**src/rtl/instruction_queue_pkg.sv**
```systemverilog
// RV32I front-end types shared by the fetch queue, its decoder and the ROB:
// opcode encoding and the decoded per-instruction bundle.
package rv32i_types;

    typedef enum logic [6:0] {
        op_lui   = 7'b0110111,
        op_auipc = 7'b0010111,
        op_jal   = 7'b1101111,
        op_jalr  = 7'b1100111,
        op_br    = 7'b1100011,
        op_load  = 7'b0000011,
        op_store = 7'b0100011,
        op_imm   = 7'b0010011,
        op_reg   = 7'b0110011,
        op_csr   = 7'b1110011
    } rv32i_opcode;

    typedef struct packed {
        logic [31:0] pc;
        logic [31:0] next_pc;
        logic [31:0] instruction;
        rv32i_opcode opcode;
        logic [2:0]  funct3;
        logic [6:0]  funct7;
        logic [4:0]  rs1;
        logic [4:0]  rs2;
        logic [4:0]  rd;
        logic [31:0] i_imm;
        logic [31:0] s_imm;
        logic [31:0] b_imm;
        logic [31:0] u_imm;
        logic [31:0] j_imm;
    } pci_t;

endpackage

```
**src/rtl/instruction_queue_instr_decoder.sv**
```systemverilog
// Purely combinational RV32I field extraction: raw word + fetch PC -> pci_t.
// Opcodes outside rv32i_opcode pass through unchanged for the ROB to reject.
module instr_decoder
    import rv32i_types::*;
(
    input  logic [31:0] instr,
    input  logic [31:0] pc,
    output pci_t        pci
);

    // NOTE: every field gets a default before any conditional logic so no
    // path through the block can leave an output unassigned and infer a latch.
    always_comb begin
        pci             = '0;
        pci.pc          = pc;
        pci.next_pc     = pc + 32'd4;
        pci.instruction = instr;
        pci.opcode      = rv32i_opcode'(instr[6:0]);
        pci.rd          = instr[11:7];
        pci.funct3      = instr[14:12];
        pci.rs1         = instr[19:15];
        pci.rs2         = instr[24:20];
        pci.funct7      = instr[31:25];
        pci.i_imm       = {{21{instr[31]}}, instr[30:20]};
        pci.s_imm       = {{21{instr[31]}}, instr[30:25], instr[11:7]};
        pci.b_imm       = {{20{instr[31]}}, instr[7], instr[30:25], instr[11:8], 1'b0};
        pci.u_imm       = {instr[31:12], 12'h000};
        pci.j_imm       = {{12{instr[31]}}, instr[19:12], instr[20], instr[30:21], 1'b0};
    end

endmodule

```
**src/rtl/instruction_queue.sv**
```systemverilog
// Fetch unit plus circular instruction FIFO in front of the ROB. Buffered
// entries keep the raw word and PC; decode happens once on the head/bypass mux.
module instruction_queue
    import rv32i_types::*;
#(
    parameter int          size     = 8,
    parameter int          width    = 32,
    parameter logic [31:0] reset_pc = 32'h00000060
) (
    input  logic             clk,
    input  logic             rst,
    input  logic             instr_mem_resp,
    input  logic [width-1:0] instr_mem_rdata,
    input  logic             dequeue,
    input  logic             flush,
    input  logic [width-1:0] flush_pc,
    output logic             instr_mem_read,
    output logic [width-1:0] instr_mem_address,
    output pci_t             pci,
    output logic             empty,
    output logic             full
);

    localparam int               idx_w    = $clog2(size);
    localparam int               cnt_w    = idx_w + 1;
    localparam logic [cnt_w-1:0] full_cnt = cnt_w'(size);

    typedef enum logic [1:0] {
        FETCH,
        STALL,
        DROP
    } fetch_state_e;

    typedef struct packed {
        logic [width-1:0] word;
        logic [width-1:0] pc;
    } entry_t;

    fetch_state_e     state_q, state_d;
    logic [width-1:0] pc_q, pc_d;
    logic [width-1:0] drop_addr_q, drop_addr_d;
    logic [idx_w-1:0] front_q, front_d;
    logic [idx_w-1:0] rear_q, rear_d;
    logic [cnt_w-1:0] count_q, count_d;
    entry_t           arr_q [size];
    entry_t           arr_d [size];

    logic             read_now;
    logic             fetch_hit;
    logic             enq;
    logic             deq;
    logic [width-1:0] dec_word;
    logic [width-1:0] dec_pc;

    always_comb begin
        state_d     = state_q;
        pc_d        = pc_q;
        drop_addr_d = drop_addr_q;
        front_d     = front_q;
        rear_d      = rear_q;
        count_d     = count_q;
        arr_d       = arr_q;
        enq         = 1'b0;
        deq         = 1'b0;

        unique case (state_q)
            FETCH:   read_now = (count_q != full_cnt);
            DROP:    read_now = 1'b1;
            default: read_now = 1'b0;
        endcase
        fetch_hit = (state_q == FETCH) && read_now && instr_mem_resp;

        if (flush) begin
            pc_d    = flush_pc;
            front_d = '0;
            rear_d  = '0;
            count_d = '0;
            // An outstanding read must still be drained at its original address.
            if (state_q == DROP) begin
                state_d = instr_mem_resp ? FETCH : DROP;
            end else if (read_now && !instr_mem_resp) begin
                state_d     = DROP;
                drop_addr_d = pc_q;
            end else begin
                state_d = FETCH;
            end
        end else begin
            deq = dequeue && (count_q != '0);
            // A response consumed through the bypass never touches the array.
            enq = fetch_hit && !((count_q == '0) && dequeue);
            if (enq) begin
                arr_d[rear_q] = '{word: instr_mem_rdata, pc: pc_q};
                rear_d        = rear_q + 1'b1;
            end
            if (deq) begin
                front_d = front_q + 1'b1;
            end
            count_d = count_q + cnt_w'(enq) - cnt_w'(deq);

            unique case (state_q)
                FETCH: begin
                    if (fetch_hit) begin
                        pc_d = pc_q + width'(4);
                        if (count_d == full_cnt) state_d = STALL;
                    end
                end
                STALL:   if (count_q != full_cnt) state_d = FETCH;
                DROP:    if (instr_mem_resp) state_d = FETCH;
                default: state_d = FETCH;
            endcase
        end
    end

    // NOTE: the entry array is cleared on reset too, so a freshly reset queue
    // never exposes stale words on the head mux.
    always_ff @(posedge clk) begin
        if (rst) begin
            state_q     <= FETCH;
            pc_q        <= reset_pc;
            drop_addr_q <= '0;
            front_q     <= '0;
            rear_q      <= '0;
            count_q     <= '0;
            for (int i = 0; i < size; i++) begin
                arr_q[i] <= '0;
            end
        end else begin
            state_q     <= state_d;
            pc_q        <= pc_d;
            drop_addr_q <= drop_addr_d;
            front_q     <= front_d;
            rear_q      <= rear_d;
            count_q     <= count_d;
            arr_q       <= arr_d;
        end
    end

    assign instr_mem_read    = !rst && read_now;
    assign instr_mem_address = (state_q == DROP) ? drop_addr_q : pc_q;
    assign empty             = rst || (count_q == '0);
    assign full              = !rst && (count_q == full_cnt);

    // Empty queue: the arriving memory word is presented directly on pci.
    always_comb begin
        if (rst) begin
            dec_word = '0;
            dec_pc   = '0;
        end else if (count_q == '0) begin
            dec_word = instr_mem_rdata;
            dec_pc   = pc_q;
        end else begin
            dec_word = arr_q[front_q].word;
            dec_pc   = arr_q[front_q].pc;
        end
    end

    instr_decoder u_decoder (
        .instr (dec_word),
        .pc    (dec_pc),
        .pci   (pci)
    );

endmodule

```
**config.mk**
```make
export PLATFORM = sky130hd
export DESIGN_NAME = instruction_queue
export DESIGN_NICKNAME = d
export VERILOG_FILES = /design/src/rtl/instruction_queue_pkg.sv /design/src/rtl/instruction_queue_instr_decoder.sv /design/src/rtl/instruction_queue.sv
export SDC_FILE = /design/constraint.sdc
export NUM_CORES = 1
export LEC_CHECK = 0
export CORE_ASPECT_RATIO = 2
export CORE_UTILIZATION = 40
export CTS_CLUSTER_DIAMETER = 100
export DETAILED_ROUTE_END_ITERATION = 16
export PLACE_DENSITY = 0.65
export SYNTH_ARGS = -nofsm -noshare
export SYNTH_HDL_FRONTEND = slang
export SYNTH_SLANG_ARGS = --single-unit
```
**constraint.sdc**
```tcl
create_clock -name clk -period 9.55 [get_ports clk]
set_input_delay 1.4325 -clock clk [delete_from_list [all_inputs] [get_ports clk]]
set_output_delay 1.4325 -clock clk [all_outputs]
set_load 0.03 [all_outputs]
```
==> flow_summary_export.csv, run 1 <==
group,metric,value,unit
route,vias_per_cell,5.49,
worst_hold_path,min_path_cells,2,
synth,syn_area_per_cell,8.10,um^2
setup_path,cp-start-kind,"flop",
final_layout,nFillCells,6802,
cts,cts-resized-gates,0,
floorplanning,fp.dieW,191,um
pwr,vdd_drop_max,0.288,mV
synth,synth_cells,3543,
synth,yosysTopAreaCellShare,41.0,%
run_status,outcome,"finished, final reports clean",
sta,fmax,147,MHz
final_layout,seqCellArea,11800,um^2
setup_path,worstPathMaxFanout,91,
place,place.gp.congestion,0.911,
route,first_pass_iters,6,
cts,clkTransAtPathRegs,0.07,ns
grt,grt_remaining_overflow,0,
grt,antenna_found_initial,8,
floorplanning,die_y,381,um
route,ant_nets,0,
synth,synth_area,28700,um^2
floorplanning,initial_core_util,40.5,%
final_layout,num-nets-final,3606,
final_layout,multi_input_area,13900,um^2
worst_hold_path,hp-class,"reg -> reg",
pwr,seqPwrFrac,29.5,%
grt,grt_max_degree,127,
synth,seq_area_frac_synth,41.0,%
cts,cts-root-buf,"clkbuf_16",
sta,setup_viol,0,
synth,yosys-top-cells-area,"dfxtp_1 41%, nand2_1 15%, a21oi_1 9.8%, mux4_2 6.4%, buf_4 5.6%",
flow_run,drv_cap,0,
synth,yosysWarnings,0,
grt,grt_use_total,24.7,%
cts,cts_buffers,51,
synth,synth_edf_count,0,
place,io_buffers,377,
final_layout,synthToLayoutAreaGrowth,14.8,%
sta,worstMarginPinSlew,1.20,ns
floorplanning,rows,138,
route,vias,24600,
sta,slew_violations,0,
final_layout,final_layout_size_suffix_gt1_share,8.89,%
cts,holdBufCountCts,0,
route,wire_per_inst,20.5,um
cts,insertion_delay,0.61,ns
pwr,p_leak,10.5,nW
cts,htreeDepth,2,
sta,whs,0.452,ns
sta,min_period,6.82,ns
setup_path,required,8.12,ns
route,drt_wl_total,91800,um
floorplanning,die-area,72900,um^2
setup_path,arrival,5.39,ns
cts,cts.sinks,588,
sta,grt_setup_unrepaired,"no",
route,drc,0,
synth,ys_types,78,
sta,fin_skew,0.0144,ns
sta,finalHoldViolations,0,
pwr,comb_power_share,45.6,%
sta,fin_tns_setup,0,ns
synth,postSynth.asyncResetShare,0,%
cts,clock_path_buffers,3,
floorplanning,pin_count,392,
floorplanning,core_area,71000,um^2
cts,post_cts_buffers,0,
setup_path,rr_worst_depth,9,
pwr,swShare,41.0,%
pwr,p_clk_share,24.9,%
route,drt_first_iter_violations,2058,
synth,synth_top_cell_by_area,"dfxtp_1",
pwr,p_per_area,265,nW/um^2
sta,period_share,71.4,%
synth,ys_dominant_reg_cell,"dfxtp_1",
cts,cts_tree,"done",
grt,grt_pass1_vias,23500,
setup_path,critPathCaptureType,"output pin",
place,dpl.hpwl,54300,um
synth,synth_seq_cells,588,
sta,max_slew_margin,19.5,%
setup_path,worstSetupPathType,"reg -> out",
pwr,p_total,0.00873,W
grt,grt_pass1_wl,140000,um
pwr,p_sw,0.00358,W
pwr,internal_power,0.00515,W
==> worst paths after layout <==
path	slack (ns)	start	endpoint
setup / recovery	2.73	front_q[0]	pci[255]
hold / removal	0.45	drop_addr_q[24]	drop_addr_q[24]
setup reg to reg	5.18	count_q[1]	arr_q[280]
hold reg to reg	0.45	drop_addr_q[24]	drop_addr_q[24]
==> stage by stage <==
stage               worst slack, ns  cell area (um^2)  util [%]  cells
global route                   2.44             32900      46.4   4476
detailed placement             2.94             31200      44.0   4383
CTS                            2.66             32900      46.4   4475
global placement               2.96             31200      44.0   4383
floorplan                     0.367             28800         -   3556
finish                         2.73             33000      46.4   4477
==> registers in the layout, indices dropped and copies added, names as in the netlist <==
name / count
rear_q: 3
arr_q: 512
drop_addr_q: 32
count_q: 4
pc_q: 32
front_q: 3
state_q: 2
==> synthesized netlist by cell type (11+ instances only) <==
library cell and count:
nand2_1 1137, dfxtp_1 588, a21oi_1 564, buf_4 214, clkbuf_1 208, mux2i_1 117, nor2_1 104, mux4_2 82
buf_2 47, xnor2_1 43, a211oi_1 39, mux2_2 39, inv_1 33, buf_1 28, nand4_1 26, o22ai_1 21
buf_6 20, nor3_1 19, a22oi_1 14, o21ai_0 14, xor2_1 14, nand3_1 13, nor2b_1 13, nand2b_1 11
==> final cells by class <==
class                           count  area share, %
Multi-Input combinational cell   2411           42.2
Antenna cell                        2         0.0152
Clock buffer                       74           4.56
Timing Repair Buffer              438           12.9
Sequential cell                   588           35.8
Inverter                           36          0.418
Tap cell                          910           3.46
Clock inverter                     18          0.661
==> routing by layer <==
layer  GRT usage [%]  wire (um)
met5               0         80
met4            12.1       4350
met3            2.98       5720
met2            44.7      46800
met1            28.3      34900
==> placed cells by master, fill, tap and decap left out, drive strengths merged, types with 5 or more instances in the layout <==
master,n
xnor2,43
buf,63
nand3,15
and3,7
clkdlybuf4s50,375
nand2b,11
nor2b,13
nor3,22
conb,14
o21a,5
and2,8
xor2,14
a21oi,564
mux2,46
nor2,105
ha,10
a211oi,41
nor3b,10
mux2i,117
o22ai,21
nand2,1138
nand4,26
inv,40
clkbuf,74
a22oi,16
a32oi,5
mux4,83
dfxtp,588
o31ai,10
o21ai,15
clkinv,9
nor4,7
nand3b,6
==> critical path, cell delays in order (launching register included) <==
cell             delay (ns)
dfxtp_4                0.97
buf_12                 0.52
mux4_2                 0.57
nand2b_1               0.15
a32oi_1                0.59
nor4b_2                0.12
buf_4                  0.21
and4_1                 0.16
and4bb_1               0.26
xor2_1                 0.34
clkdlybuf4s50_1        0.75
==> power by group through the flow <==
| stage | clock network, W | logic, W | registers, W |
|---|---|---|---|
| after floorplan | 0 | 0.00310 | 0.00259 |
| after global placement | 0 | 0.00398 | 0.00263 |
| after detailed placement | 0 | 0.00398 | 0.00263 |
| after CTS | 0.00221 | 0.00400 | 0.00257 |
| after global routing | 0.00229 | 0.00417 | 0.00258 |
| final | 0.00218 | 0.00398 | 0.00257 |
==> logic make-up (layout without fill, tap and decap cells) <==
| logic type | count (synthesis) | count (layout) | synth area share, % |
|---|---|---|---|
| DFF | 588 | 588 | 41.0 |
| AOI/OAI and AO/OA | 695 | 695 | 13.5 |
| and+or+nand+nor | 1388 | 1388 | 19.8 |
| buffers and inverters | 557 | 566 | 11.0 |
| muxes | 246 | 246 | 12.4 |
| xor gates and xnor gates | 57 | 57 | 1.74 |
| adders and majority gates | 11 | 11 | 0.505 |
| other | 1 | 16 | 0.0131 |
(Power assumes the default switching activity.)
==> run 2, diff against run 1 <==
- clock period: 9.55 -> 7.15 ns (I/O delays scaled with it)
==> flow_summary_export.csv, run 2 (synthesized netlist as in run 1, its figures left out) <==
group,metric,value,unit
setup_path,crit_chain,"buf_4 -> nand2b_1 -> o22ai_1 -> o31ai_1 -> or4b_1 -> nor2_1 -> and4bb_1 -> xor2_1 -> clkdlybuf4s50_1",
sta,finalHoldViolations,0,
sta,fmax,164,MHz
cts,htreeDepth,2,
route,drt_wl_total,91900,um
floorplanning,initial_core_util,40.5,%
route,drc,0,
place,pre_cts_slack,1.40,ns
pwr,p_leak,10.4,nW
pwr,p_per_area,355,nW/um^2
place,dpl.hpwl,55800,um
sta,slew_violations,0,
cts,post_cts_buffers,0,
sta,worstMarginPinSlew,1.40,ns
cts,insertion_delay,0.60,ns
sta,grt_setup_unrepaired,"no",
run_status,outcome,"finished, final reports clean",
cts,cts_buffers,51,
sta,min_period,6.08,ns
sta,whs,0.450,ns
grt,grt_pass1_vias,23000,
final_layout,reg.largest.list,"arr_q: 512 flops, drop_addr_q: 32 flops, pc_q: 32 flops",
route,ant_nets,0,
place,place.gp.congestion,0.868,
setup_path,critPathCaptureType,"output pin",
setup_path,arrival,5.01,ns
place,dpl_cell_area,31200,um^2
flow_run,drv_cap,0,
worst_hold_path,hp-class,"reg -> reg",
setup_path,worstPathMaxFanout,53,
setup_path,required,6.08,ns
setup_path,critPathMaxStageDelay,1.01,ns
floorplanning,pin_count,392,
setup_path,worstSetupPathType,"reg -> out",
route,vias_per_cell,5.44,
final_layout,synthToLayoutAreaGrowth,14.6,%
final_layout,fin_area,32900,um^2
route,wire_per_inst,20.6,um
floorplanning,rows,138,
pwr,p_total,0.0117,W
final_layout,largest_reg_flops,512,
sta,worst_slack,1.07,ns
setup_path,crit_family,"simple AND/OR/NAND/NOR gates",
sta,max_slew_margin,5.81,%
cts,holdBufCountCts,0,
setup_path,cp-start-kind,"flop",
final_layout,final_layout_size_suffix_gt1_share,8.66,%
cts,cts-resized-gates,0,
cts,clkTransAtPathRegs,0.07,ns
place,io_buffers,377,
cts,cts.sinks,588,
grt,grt_use_total,24.7,%
grt,grt_max_degree,157,
final_layout,num-nets-final,3603,
sta,fin_tns_setup,0,ns
route,vias,24300,
cts,cts-root-buf,"clkbuf_16",
grt,grt_pass1_wl,139000,um
cts,cts_tree,"done",
sta,period_share,85.1,%
setup_path,cpMaxStageDelayCell,"dfxtp_4",
route,first_pass_iters,5,
grt,antenna_found_initial,5,
floorplanning,die_y,381,um
floorplanning,die-area,72900,um^2
cts,clock_path_buffers,3,
final_layout,final_common_cell,"nand2_1",
floorplanning,core_area,71000,um^2
grt,grt_remaining_overflow,0,
pwr,vdd_drop_max,0.307,mV
final_layout,top_register,"arr_q",
route,drt_first_iter_violations,1804,
setup_path,critPathBufInv,2,
sta,fin_skew,0.0206,ns
floorplanning,fp.dieW,191,um
final_layout,most-common-layout-cells,"1137 x nand2_1, 585 x dfxtp_1, 564 x a21oi_1",
sta,setup_viol,0,
-- run 2: cell types whose count changed in the layout (fill, tap and decap cells not counted) --
cell,before,now
clkbuf_8,14,10
buf_4,59,56
clkbuf_1,9,11
clkbuf_16,51,53
clkinv_2,7,5
inv_6,3,1
bufinv_16,4,5
clkinv_4,2,1
inv_4,1,2
inv_8,1,0
-- run 2: metal layers --
| metal | share of wire (%) | up-vias | track usage [%] |
|---|---|---|---|
| li1 | - | 11500 | - |
| met1 | 37 | 11700 | 27.6 |
| met2 | 52 | 949 | 45.0 |
| met3 | 6.2 | 190 | 3.67 |
| met4 | 4.3 | 6 | 11.5 |
| met5 | 0.029 | - | 0 |
-- run 2: tightest hold or removal path: stages (launching register included) --
cell and delay [ns]:
dfxtp_1 0.31, nand2_1 0.05, a21oi_1 0.05
-- run 2: path summary, 6_finish.rpt --
kind | start | end | slack [ns] | cells after the start
worst max-delay path | front_q[0] | pci[255] | 1.07 | 9
worst min-delay path | drop_addr_q[28] | drop_addr_q[28] | 0.45 | 2
worst max register to register | count_q[1] | arr_q[172] | 3.02 | 9
worst min register to register | drop_addr_q[28] | drop_addr_q[28] | 0.45 | 2
-- run 2: stage by stage --
stage | cells | util, %
after floorplan | 3556 | -
after global placement | 4380 | 44.0
after detailed placement | 4380 | 44.0
after CTS | 4468 | 46.4
after global routing | 4470 | 46.4
final | 4470 | 46.4
-- run 2: power by group --
part           internal [W]  switching, W  leakage, nW  total [W]
Clock               0.00164       0.00128        0.842    0.00291
Sequential          0.00334      0.000107         4.75    0.00345
Combinational       0.00192       0.00342         4.84    0.00533
-- run 2: final cells by class --
cell class	instances	area (um^2)
Fill cell	6818	38000
Multi-Input combinational cell	2411	13900
Sequential cell	588	11800
Timing Repair Buffer	435	4230
Clock buffer	74	1510
Tap cell	910	1140
Clock inverter	14	206
Inverter	36	138
Antenna cell	2	5.00
